[config.mk]
export PLATFORM = sky130hd
export DESIGN_NAME = b2ins_flat
export DESIGN_NICKNAME = d
export VERILOG_FILES = /design/src/rtl/b2ins_if.sv /design/src/rtl/b2ins.sv /design/src/flat_wrapper.sv
export SDC_FILE = /design/constraint.sdc
export NUM_CORES = 1
export LEC_CHECK = 0
export CORE_MARGIN = 10
export CORE_UTILIZATION = 40
export CTS_CLUSTER_DIAMETER = 40
export DETAILED_ROUTE_END_ITERATION = 10
export DONT_BUFFER_PORTS = 1
export PLACE_DENSITY = 0.53
export SYNTH_ARGS = -nofsm -noshare
export SYNTH_HDL_FRONTEND = slang
export SYNTH_SLANG_ARGS = --single-unit
[constraint.sdc]
create_clock -name clk155 -period 2 [get_ports clk155]
set_input_delay 0.4 -clock clk155 [delete_from_list [all_inputs] [get_ports clk155]]
set_output_delay 0.4 -clock clk155 [all_outputs]
set_load 0.02 [all_outputs]
[src/rtl/b2ins_if.sv]
// Serial-side bundle between the BIP-24 calculator / bit source and the B2 inserter.
interface b2ins_if;
  logic        sdi;
  logic        sof;
  logic [23:0] b2pdo;
  logic        b2vld;
  logic [23:0] errmask;
  logic        sdo;
  logic        sofo;
  logic        b2act;
  logic        b2miss;

  modport master (
    output sdi, sof, b2pdo, b2vld, errmask,
    input  sdo, sofo, b2act, b2miss
  );

  modport slave (
    input  sdi, sof, b2pdo, b2vld, errmask,
    output sdo, sofo, b2act, b2miss
  );
endinterface

[src/rtl/b2ins.sv]
// STM-1 serial B2 insertion: overwrites frame bits B2_BIT_START.. with the captured
// (optionally masked) BIP-24 word; everything else passes through with one clock of latency.
module b2ins #(
  parameter int unsigned FRAME_BITS   = 19440,
  parameter int unsigned B2_BIT_START = 8640,
  parameter int unsigned B2_BITS      = 24
) (
  input  logic   clk155,
  input  logic   rst,
  b2ins_if.slave bus
);

  localparam logic [14:0] LastBit = 15'(FRAME_BITS - 1);
  localparam logic [14:0] WinLo   = 15'(B2_BIT_START);
  localparam logic [14:0] WinHi   = 15'(B2_BIT_START + B2_BITS - 1);

  logic [14:0] bitcnt_q, bitcnt_d;
  logic [23:0] b2reg_q, b2reg_d;
  logic [23:0] maskreg_q, maskreg_d;
  logic        capd_q, capd_d;
  logic        run_q, run_d;
  logic        sdo_q, sdo_d;
  logic        sofo_q, sofo_d;
  logic        b2act_q, b2act_d;
  logic        b2miss_q, b2miss_d;

  logic        in_win;
  logic [4:0]  bit_idx;

  // A sof cycle is frame bit 0, so it never falls inside the window and aborts any open one.
  assign in_win  = run_q && !bus.sof && (bitcnt_q >= WinLo) && (bitcnt_q <= WinHi);
  assign bit_idx = 5'(bitcnt_q - WinLo);

  always_comb begin
    bitcnt_d  = bitcnt_q;
    b2reg_d   = b2reg_q;
    maskreg_d = maskreg_q;
    capd_d    = capd_q;
    run_d     = run_q;

    if (bus.b2vld && !capd_q && !bus.sof) begin
      b2reg_d = bus.b2pdo;
      capd_d  = 1'b1;
    end

    if (bus.sof) begin
      bitcnt_d  = 15'd1;
      run_d     = 1'b1;
      capd_d    = 1'b0;
      maskreg_d = bus.errmask;
    end else if (run_q) begin
      // Flywheel: keep framing even when sof goes missing.
      if (bitcnt_q == LastBit) begin
        bitcnt_d = 15'd0;
        capd_d   = 1'b0;
      end else begin
        bitcnt_d = bitcnt_q + 15'd1;
      end
    end

    sdo_d    = in_win ? (b2reg_q[bit_idx] ^ maskreg_q[bit_idx]) : bus.sdi;
    b2act_d  = in_win;
    sofo_d   = bus.sof;
    b2miss_d = run_q && !bus.sof && (bitcnt_q == WinLo) && !capd_q;
  end

  always_ff @(posedge clk155 or posedge rst) begin
    if (rst) begin
      bitcnt_q  <= '0;
      b2reg_q   <= '0;
      maskreg_q <= '0;
      capd_q    <= 1'b0;
      run_q     <= 1'b0;
      sdo_q     <= 1'b0;
      sofo_q    <= 1'b0;
      b2act_q   <= 1'b0;
      b2miss_q  <= 1'b0;
    end else begin
      bitcnt_q  <= bitcnt_d;
      b2reg_q   <= b2reg_d;
      maskreg_q <= maskreg_d;
      capd_q    <= capd_d;
      run_q     <= run_d;
      sdo_q     <= sdo_d;
      sofo_q    <= sofo_d;
      b2act_q   <= b2act_d;
      b2miss_q  <= b2miss_d;
    end
  end

  assign bus.sdo    = sdo_q;
  assign bus.sofo   = sofo_q;
  assign bus.b2act  = b2act_q;
  assign bus.b2miss = b2miss_q;

endmodule

[src/flat_wrapper.sv]
// flat-port wrapper written by rule: the top's interface ports become plain ports
module b2ins_flat 
#(
  parameter int unsigned FRAME_BITS   = 19440,
  parameter int unsigned B2_BIT_START = 8640,
  parameter int unsigned B2_BITS      = 24
)
  (clk155, rst, bus_sdi, bus_sof, bus_b2pdo, bus_b2vld, bus_errmask, bus_sdo, bus_sofo, bus_b2act, bus_b2miss);
  b2ins_if bus_i ();
  input  logic clk155;
  input  logic rst;
  input wire logic [$bits(bus_i.sdi)-1:0] bus_sdi;
  input wire logic [$bits(bus_i.sof)-1:0] bus_sof;
  input wire logic [$bits(bus_i.b2pdo)-1:0] bus_b2pdo;
  input wire logic [$bits(bus_i.b2vld)-1:0] bus_b2vld;
  input wire logic [$bits(bus_i.errmask)-1:0] bus_errmask;
  output wire logic [$bits(bus_i.sdo)-1:0] bus_sdo;
  output wire logic [$bits(bus_i.sofo)-1:0] bus_sofo;
  output wire logic [$bits(bus_i.b2act)-1:0] bus_b2act;
  output wire logic [$bits(bus_i.b2miss)-1:0] bus_b2miss;
  assign bus_i.sdi = bus_sdi;
  assign bus_i.sof = bus_sof;
  assign bus_i.b2pdo = bus_b2pdo;
  assign bus_i.b2vld = bus_b2vld;
  assign bus_i.errmask = bus_errmask;
  assign bus_sdo = bus_i.sdo;
  assign bus_sofo = bus_i.sofo;
  assign bus_b2act = bus_i.b2act;
  assign bus_b2miss = bus_i.b2miss;
  b2ins #(.FRAME_BITS(FRAME_BITS), .B2_BIT_START(B2_BIT_START), .B2_BITS(B2_BITS)) u_core (.clk155(clk155), .rst(rst), .bus(bus_i));
endmodule
==> results.cfg, run 1 <==
[run_status]
status = finished with violations
violations = hold timing

[timing]
fmax_mhz = 502
hold_violations = 10
worst_slew_pin_slew_ps = 404
rsz0062_at_grt = true
whs_ps = -6.81
setup_viol = 0
finalCritPeriodShare_pct = 99.7
slew_viol_final = 0
relSlewSlack_pct = 72.7
fin_skew_ps = 6.52
finalWorstPathRequiredPeriod_ps = 1990

[routing]
routedWlPerCell_um = 18.4
wl_mm = 7.28
dr.pass1.iters = 4
top_layer = met4
vias = 2129
wl_met1_mm = 3.24
via_per_inst = 5.39
ant_nets = 0
drc = 0
drtIter0Drc = 72
wl_met2_mm = 3.32
wl_met3_um = 585

[floorplanning]
core_area_sq_um = 8180
initial_utilization_pct = 41.0
dieArea_sq_um = 12400
die_x_um = 111
num_io_pins = 57
rows = 33
die_h_um = 111

[clocking]
cts_tree = built
path_clk_slew_ps = 80
insertion_delay_ps = 350
clockBufferDepth = 2
numCtsBuffers = 9
htree_levels = 3
ctsHoldBuffers = 0
cts_root_buf = clkbuf_8
clock_sinks = 69

[power]
ir_drop_mv = 0.489
power_density_nw_per_um2 = 894
p_leak_nw = 1.58

[critical_path]
critical_path.slowest_cell = mux4_2
slowest_delay_ps = 510
path_cells = buf_12 > mux4_2 > mux2i_2 > nor3_1 > a311oi_2 > xnor2_1 > mux2_4
reg2reg_slack_ps = 6
cp-start-kind = register
crit_fanout = 7
criticalPathCategory = reg2reg
cp-end-kind = register
worstPathRequired_ps = 2250
cp_data_arrival_time_ps = 2240

[yosys]
synth_cell_types = 48
synth_ff_type = dfrtp_1
yosysSeqAreaShare_pct = 51.6
synth-edff-count = 0
synth_warnings = 0
netlist_instances = 272
netlist_area_sq_um = 3350
syn_area_per_cell_sq_um = 12.3
syn_nets = 327
async_flop_share_pct = 100
synth.ff_latch_count = 69

[global_routing]
antenna_found_initial = 0
grt_pass1_vias = 2282
grt_overflow = 0
grt_usage_pct = 11.9
grt_max_degree = 70
grt_pass1_wl_mm = 12.0

[placed_design]
place_area_sq_um = 3550
gp_congestion = 0.810
numPortBuffers = 0
dp_cells = 377
place_hpwl_mm = 5.27

[finish]
area_growth_syn_to_layout_pct = 14.1
layout.nets = 340
final_cell_area_sq_um = 3820
diodes = 0
fin_util_pct = 46.7
drive_gt1_share_pct = 33.4
final_cells = 395

[flow_run]
drv_cap = 0

[hold_path]
hold_class = in2async
-- cells by family (layout without fill, tap and decap cells) --
logic type / count (synthesis) / after routing / synth area share, %
multiplexers: 70 / 70 / 25.0
flip-flops: 69 / 69 / 51.6
AND/OR/NAND/NOR: 64 / 64 / 10.4
AO/OA/AOI/OAI: 36 / 36 / 7.06
buffers and inverters: 26 / 44 / 3.92
XOR/XNOR: 5 / 5 / 1.31
adder cells (fa/ha/maj): 2 / 2 / 0.747
-- worst paths after layout --
path | startpoint | end | cells after the start
worst max-delay path | u_core.bitcnt_q[0] | u_core.bus.sdo | 7
worst min-delay path | rst | u_core.bitcnt_q[9] | 2
worst max register to register | u_core.bitcnt_q[0] | u_core.bus.sdo | 7
worst min register to register | u_core.maskreg_q[10] | u_core.maskreg_q[10] | 1
max in group asynchronous | rst | u_core.bitcnt_q[10] | 2
min in group clk155 | bus_sof | u_core.bus.sofo | 0
-- flip-flops by register name (all words and copies together), names as in the netlist --
register,count
u_core.b2reg_q,24
u_core.bus.sdo,1
u_core.bus.b2act,1
u_core.run_q,1
u_core.bus.sofo,1
u_core.capd_q,1
u_core.bitcnt_q,15
u_core.bus.b2miss,1
u_core.maskreg_q,24
-- where the power goes --
group          switching, mW  internal, mW  total (mW)
Combinational          0.204         0.289       0.493
Sequential            0.0955          1.55        1.64
Clock                  0.541         0.738        1.28
-- synthesized netlist by cell type, drive strengths merged, types with 2 or more instances --
library cell	instances	share of area, %
nand2	12	1.3
a311oi	2	0.71
nand4	3	0.56
nor2b	3	0.56
a22oi	3	0.67
xor2	2	0.52
inv	10	1.1
mux2i	15	4.5
o41ai	2	0.52
nand2b	4	0.75
ha	2	0.75
and3	3	0.56
mux4	5	3.6
o31ai	5	1.1
clkbuf	7	0.78
nand3	8	1.2
nor4	3	0.93
nor2	15	1.8
nor3	3	0.45
a21oi	4	0.60
mux2	50	17
xnor2	3	0.78
dfrtp	69	52
o21ai	15	2.2
buf	9	2.0
-- routing by layer --
metal / vias up / global-route usage [%]
met3: 12 / 5.85
met5: - / 0
met2: 49 / 18.3
met1: 1061 / 13.8
li1: 1007 / -
met4: 0 / 5.14
-- per-stage QoR --
step / setup WS [ps] / total power [mW] / TNS [ps]
2_1_floorplan: 151 / 2.05 / 0
3_3_place_gp: 16.7 / 2.15 / 0
3_5_place_dp: -31.0 / 2.16 / -31.0
4_1_cts: -11.2 / 3.46 / -11.2
5_1_grt: -84.3 / 3.58 / -308
6_report: 6.04 / 3.42 / 0
-- cell usage in the layout (no fill, tap or decap), types with 3 or more instances in the layout --
master / n
nor3_1: 3
nand3_1: 8
nor2b_1: 3
clkbuf_8: 10
o21ai_0: 3
o31ai_1: 5
a22oi_1: 3
nand4_1: 3
and3_1: 3
mux2i_1: 14
nor2_1: 14
nand2_1: 12
mux2_2: 49
xnor2_1: 3
buf_12: 3
buf_4: 15
mux4_2: 3
o21ai_1: 12
a21oi_1: 3
clkinvlp_4: 3
nand2b_1: 4
inv_1: 9
dfrtp_1: 68
-- critical path: cells and delay by family (launching register included) --
family	cells	cell delay (ps)
buf+inv	1	140
xor+xnor	1	120
compound gates	1	210
simple gates	1	70
mux	3	950
flops	1	390
-- area by class of cell --
class                           count  area [sq um]
Inverter                           10          41.3
Clock buffer                       11           141
Tap cell                          105           131
Fill cell                         759          4360
Timing Repair Buffer               18           173
Sequential cell                    69          1730
Clock inverter                      5          83.8
Multi-Input combinational cell    177          1520
-- repair_timing --
| item | CTS | global route |
|---|---|---|
| buffers inserted | 1 | 1 |
| endpoints found under the setup margin | 2 | 10 |
| gates resized for setup | 0 | 6 |
| cloned | 0 | 0 |
No activity file was read; power rests on OpenSTA's default activity.
==> inputs of run 2 (changes only) <==
Settings changed: CTS_BUF_LIST from default to sky130_fd_sc_hd__clkbuf_4.
==> results.cfg, run 2 (synthesis gave the netlist of run 1 again) <==
[run_status]
status = finished clean

[floorplanning]
core_area_sq_um = 8180
rows = 33
initial_utilization_pct = 41.0
die_h_um = 111
num_io_pins = 57
dieArea_sq_um = 12400
die_x_um = 111

[timing]
worst_slew_pin_slew_ps = 404
fmax_mhz = 504
finalWorstPathRequiredPeriod_ps = 1980
setup_viol = 0
rsz0062_at_grt = true
finalCritPeriodShare_pct = 99.2
relSlewSlack_pct = 72.7
fin_skew_ps = 11.4
slew_viol_final = 0
hold_violations = 0

[routing]
vias = 2152
wl_mm = 7.20
dr.pass1.iters = 4
drc = 0
routedWlPerCell_um = 18.1
drtIter0Drc = 71
ant_nets = 0
via_per_inst = 5.42

[hold_path]
hold_class = in2reg

[critical_path]
cp_data_arrival_time_ps = 2310
crit_fanout = 7
worstPathRequired_ps = 2330
critical_path.slowest_cell = mux4_2
cp-start-kind = register
r2r-start = u_core.bitcnt_q[0]
cp-end-kind = register
path_cells = buf_12 > mux4_2 > mux2i_2 > nor3_1 > a311oi_2 > xnor2_1 > mux2_4
reg2reg_to = u_core.bus.sdo
critPathLaunch = u_core.bitcnt_q[0]
crit_buf_inv = 1
criticalPathCategory = reg2reg
endpoint = u_core.bus.sdo
slowest_delay_ps = 510
reg2reg_slack_ps = 20
r2r_cells = 7
crit_family = multiplexers
path_depth = 7

[global_routing]
antenna_found_initial = 0
grt_max_degree = 70
grt_usage_pct = 11.7
grt_overflow = 0
grt_pass1_vias = 2265
grt_pass1_wl_mm = 11.8

[power]
p_leak_nw = 1.56
power_mw = 3.17
power_density_nw_per_um2 = 838
ir_drop_mv = 0.486

[placed_design]
place_hpwl_mm = 5.27
numPortBuffers = 0
place_area_sq_um = 3550
gp_congestion = 0.810

[clocking]
clockBufferDepth = 2
cts_tree = built
insertion_delay_ps = 430
htree_levels = 3
cts_root_buf = clkbuf_4
clock_sinks = 69
path_clk_slew_ps = 120
numCtsBuffers = 9

[finish]
final_common_cell = dfrtp_1
drive_gt1_share_pct = 33.2
final_cell_mix = dfrtp_1, mux2_2, buf_4, nor2_1, mux2i_1
multi_input_area_sq_um = 1520
reg_top3 = u_core.b2reg_q: 24 flops, u_core.maskreg_q: 24 flops, u_core.bitcnt_q: 15 flops
layout.nets = 342
area_growth_syn_to_layout_pct = 12.8
final_cell_area_sq_um = 3780
regArea_sq_um = 1730
fillCellCount = 766
diodes = 0

[flow_run]
drv_cap = 0
-- run 2: timing repair --
item / CTS / global route
hold endpoints to repair: 70 / 0
setup buffers: 1 / 1
hold buffers: 2 / 0
setup endpoints to repair: 4 / 10
resized for setup: 0 / 6
-- run 2: through the flow --
| stage | hold WS [ps] | utilization, % | instances | worst slack, ps | setup TNS (ps) |
|---|---|---|---|---|---|
| final | 32.9 | 46.2 | 397 | 15.9 | 0 |
| after global routing | 13.8 | 46.2 | 397 | -102 | -402 |
| after CTS | 12.4 | 45.8 | 396 | -22.3 | -22.3 |
| after detailed placement | 408 | 43.4 | 377 | -31.0 | -31.0 |
| after global placement | 406 | 43.4 | 377 | 16.7 | 0 |
| after floorplan | 431 | - | 272 | 151 | 0 |
-- run 2: how the worst min path moves through the flow --
stage	from	to	slack (ps)	cells past startpoint
2_1_floorplan	bus_sof	u_core.bus.sofo	430	0
3_3_place_gp	rst	u_core.b2reg_q[3]	410	2
3_5_place_dp	rst	u_core.b2reg_q[3]	410	2
4_1_cts	bus_sof	u_core.bitcnt_q[4]	10	1
5_1_grt	bus_sof	u_core.bitcnt_q[4]	10	1
6_report	bus_sof	u_core.bitcnt_q[4]	30	1
-- run 2: report_power, final --
group | switching (mW) | internal, mW
Sequential | 0.0930 | 1.55
Combinational | 0.204 | 0.292
Clock | 0.513 | 0.518
-- run 2: layer usage --
metal / global-route usage [%] / wire length (um)
met1: 13.7 / 3170
met2: 17.8 / 3290
met3: 6.49 / 644
met4: 3.60 / 93
met5: 0 / 0
-- run 2: worst reg2reg max path: stages, from the launching register on --
cell,delay (ps)
dfrtp_1,410
buf_12,140
mux4_2,510
mux2i_2,170
nor3_1,70
a311oi_2,210
xnor2_1,120
mux2_4,270
-- run 2: layout make-up --
cell class | count | share of cell area [%]
Timing Repair Buffer | 20 | 5.10
Inverter | 10 | 1.09
Clock buffer | 10 | 1.99
Multi-Input combinational cell | 177 | 40.3
Tap cell | 105 | 3.48
Clock inverter | 6 | 2.32
Sequential cell | 69 | 45.8
==> inputs of run 3 (changes only) <==
Settings changed: CTS_BUF_LIST sky130_fd_sc_hd__clkbuf_4 to sky130_fd_sc_hd__clkbuf_16.
==> results.cfg, run 3 (synthesis gave the netlist of run 1 again) <==
[placed_design]
place_hpwl_mm = 5.27
gp_congestion = 0.810
pre_cts_slack_ps = -31.0
numPortBuffers = 0
place_area_sq_um = 3550

[critical_path]
criticalPathCategory = reg2reg
critPathLaunch = u_core.bitcnt_q[0]
cp_data_arrival_time_ps = 2210
path_cells = buf_12 > mux4_2 > mux2i_2 > nor3_1 > a311oi_2 > xnor2_1 > mux2_4
critical_path.slowest_cell = mux4_2
r2r-start = u_core.bitcnt_q[0]
slowest_delay_ps = 510
cp-end-kind = register
crit_fanout = 7
worstPathRequired_ps = 2210
cp-start-kind = register

[routing]
dr.pass1.iters = 4
drc = 0
routedWlPerCell_um = 18.2
drtIter0Drc = 72
ant_nets = 0
wl_mm = 7.18
via_per_inst = 5.38
vias = 2124

[power]
ir_drop_mv = 0.521
power_density_nw_per_um2 = 973
power_mw = 3.80
p_leak_nw = 1.62

[run_status]
status = finished clean

[timing]
finalCritPeriodShare_pct = 99.8
setup_viol = 0
rsz0062_at_grt = true
layout_setup_ws_ps = 3.69
fmax_mhz = 501
relSlewSlack_pct = 72.7
finalWorstPathRequiredPeriod_ps = 2000
slew_viol_final = 0
hold_violations = 0
fin_skew_ps = 5.93
worst_slew_pin_slew_ps = 404
fin_setup_tns_ps = 0

[floorplanning]
die_h_um = 111
num_io_pins = 57
die_x_um = 111
initial_utilization_pct = 41.0
dieArea_sq_um = 12400
rows = 33
core_area_sq_um = 8180

[clocking]
path_clk_slew_ps = 60
numCtsBuffers = 9
cts_tree = built
htree_levels = 3
insertion_delay_ps = 330
ctsHoldBuffers = 0
clock_sinks = 69
clockBufferDepth = 2
cts_root_buf = clkbuf_16

[finish]
diodes = 0
final_common_cell = dfrtp_1
drive_gt1_share_pct = 33.1
final_cell_mix = dfrtp_1, mux2_2, buf_4, nor2_1, mux2i_1
final_cell_area_sq_um = 3910
reg_top3 = u_core.b2reg_q: 24 flops, u_core.maskreg_q: 24 flops, u_core.bitcnt_q: 15 flops
fin_util_pct = 47.8
area_growth_syn_to_layout_pct = 16.8
layout.nets = 340

[flow_run]
drv_cap = 0

[global_routing]
antenna_found_initial = 0
grt_usage_pct = 11.7
grt_max_degree = 70
grt_overflow = 0
grt_pass1_wl_mm = 11.9
grt_pass1_vias = 2261

[hold_path]
hold_class = in2async
## run 3: final timing paths
| check | end | slack (ps) | depth (start not counted) |
|---|---|---|---|
| worst max-delay path | u_core.bus.sdo | 4 | 7 |
| worst min-delay path | u_core.b2reg_q[7] | 20 | 2 |
| worst min register to register | u_core.maskreg_q[10] | 500 | 1 |
| max in group asynchronous | u_core.bitcnt_q[14] | 1660 | 2 |
| min in group clk155 | u_core.bus.sofo | 100 | 0 |
| worst max register to register | u_core.bus.sdo | 4 | 7 |
## run 3: critical path, delay by kind of cell, from the launching register on
family | cells | cell delay, ps
AND/OR/NAND/NOR | 1 | 70
AO/OA/AOI/OAI | 1 | 210
flip-flops | 1 | 390
buffers and inverters | 1 | 140
multiplexers | 3 | 950
XOR/XNOR | 1 | 130
## run 3: metal layers
metal	up-vias	routed length (um)	share of wire, %	track usage (%)
li1	1014	-	-	-
met1	1046	3160	44	13.8
met2	54	3300	46	17.9
met3	10	612	8.5	5.90
met4	0	106	1.5	4.11
met5	-	0	0	0
## run 3: per-stage QoR
stage / hold WS, ps / std cells
floorplan: 431 / 272
CTS: 55.7 / 394
finish: 18.8 / 395
global route: 53.5 / 395
global placement: 406 / 377
detailed placement: 408 / 377
## run 3: power breakdown
group          leakage, nW  internal [mW]  switching (mW)
Clock                0.150           1.08           0.585
Sequential           0.839           1.55          0.0927
Combinational        0.636          0.289           0.203
## run 3: timing repair
| item | in CTS | in global routing |
|---|---|---|
| resized for setup | 0 | 6 |
| buffers inserted | 1 | 1 |
| cloned | 0 | 0 |
| setup endpoints to repair | 2 | 10 |
## run 3: final cells by class
type                            instances  area (sq um)
Inverter                               10          41.3
Sequential cell                        69          1730
Fill cell                             749          4270
Clock buffer                            9           225
Multi-Input combinational cell        177          1520
Timing Repair Buffer                   18           173
Clock inverter                          7          91.3
Tap cell                              105           131
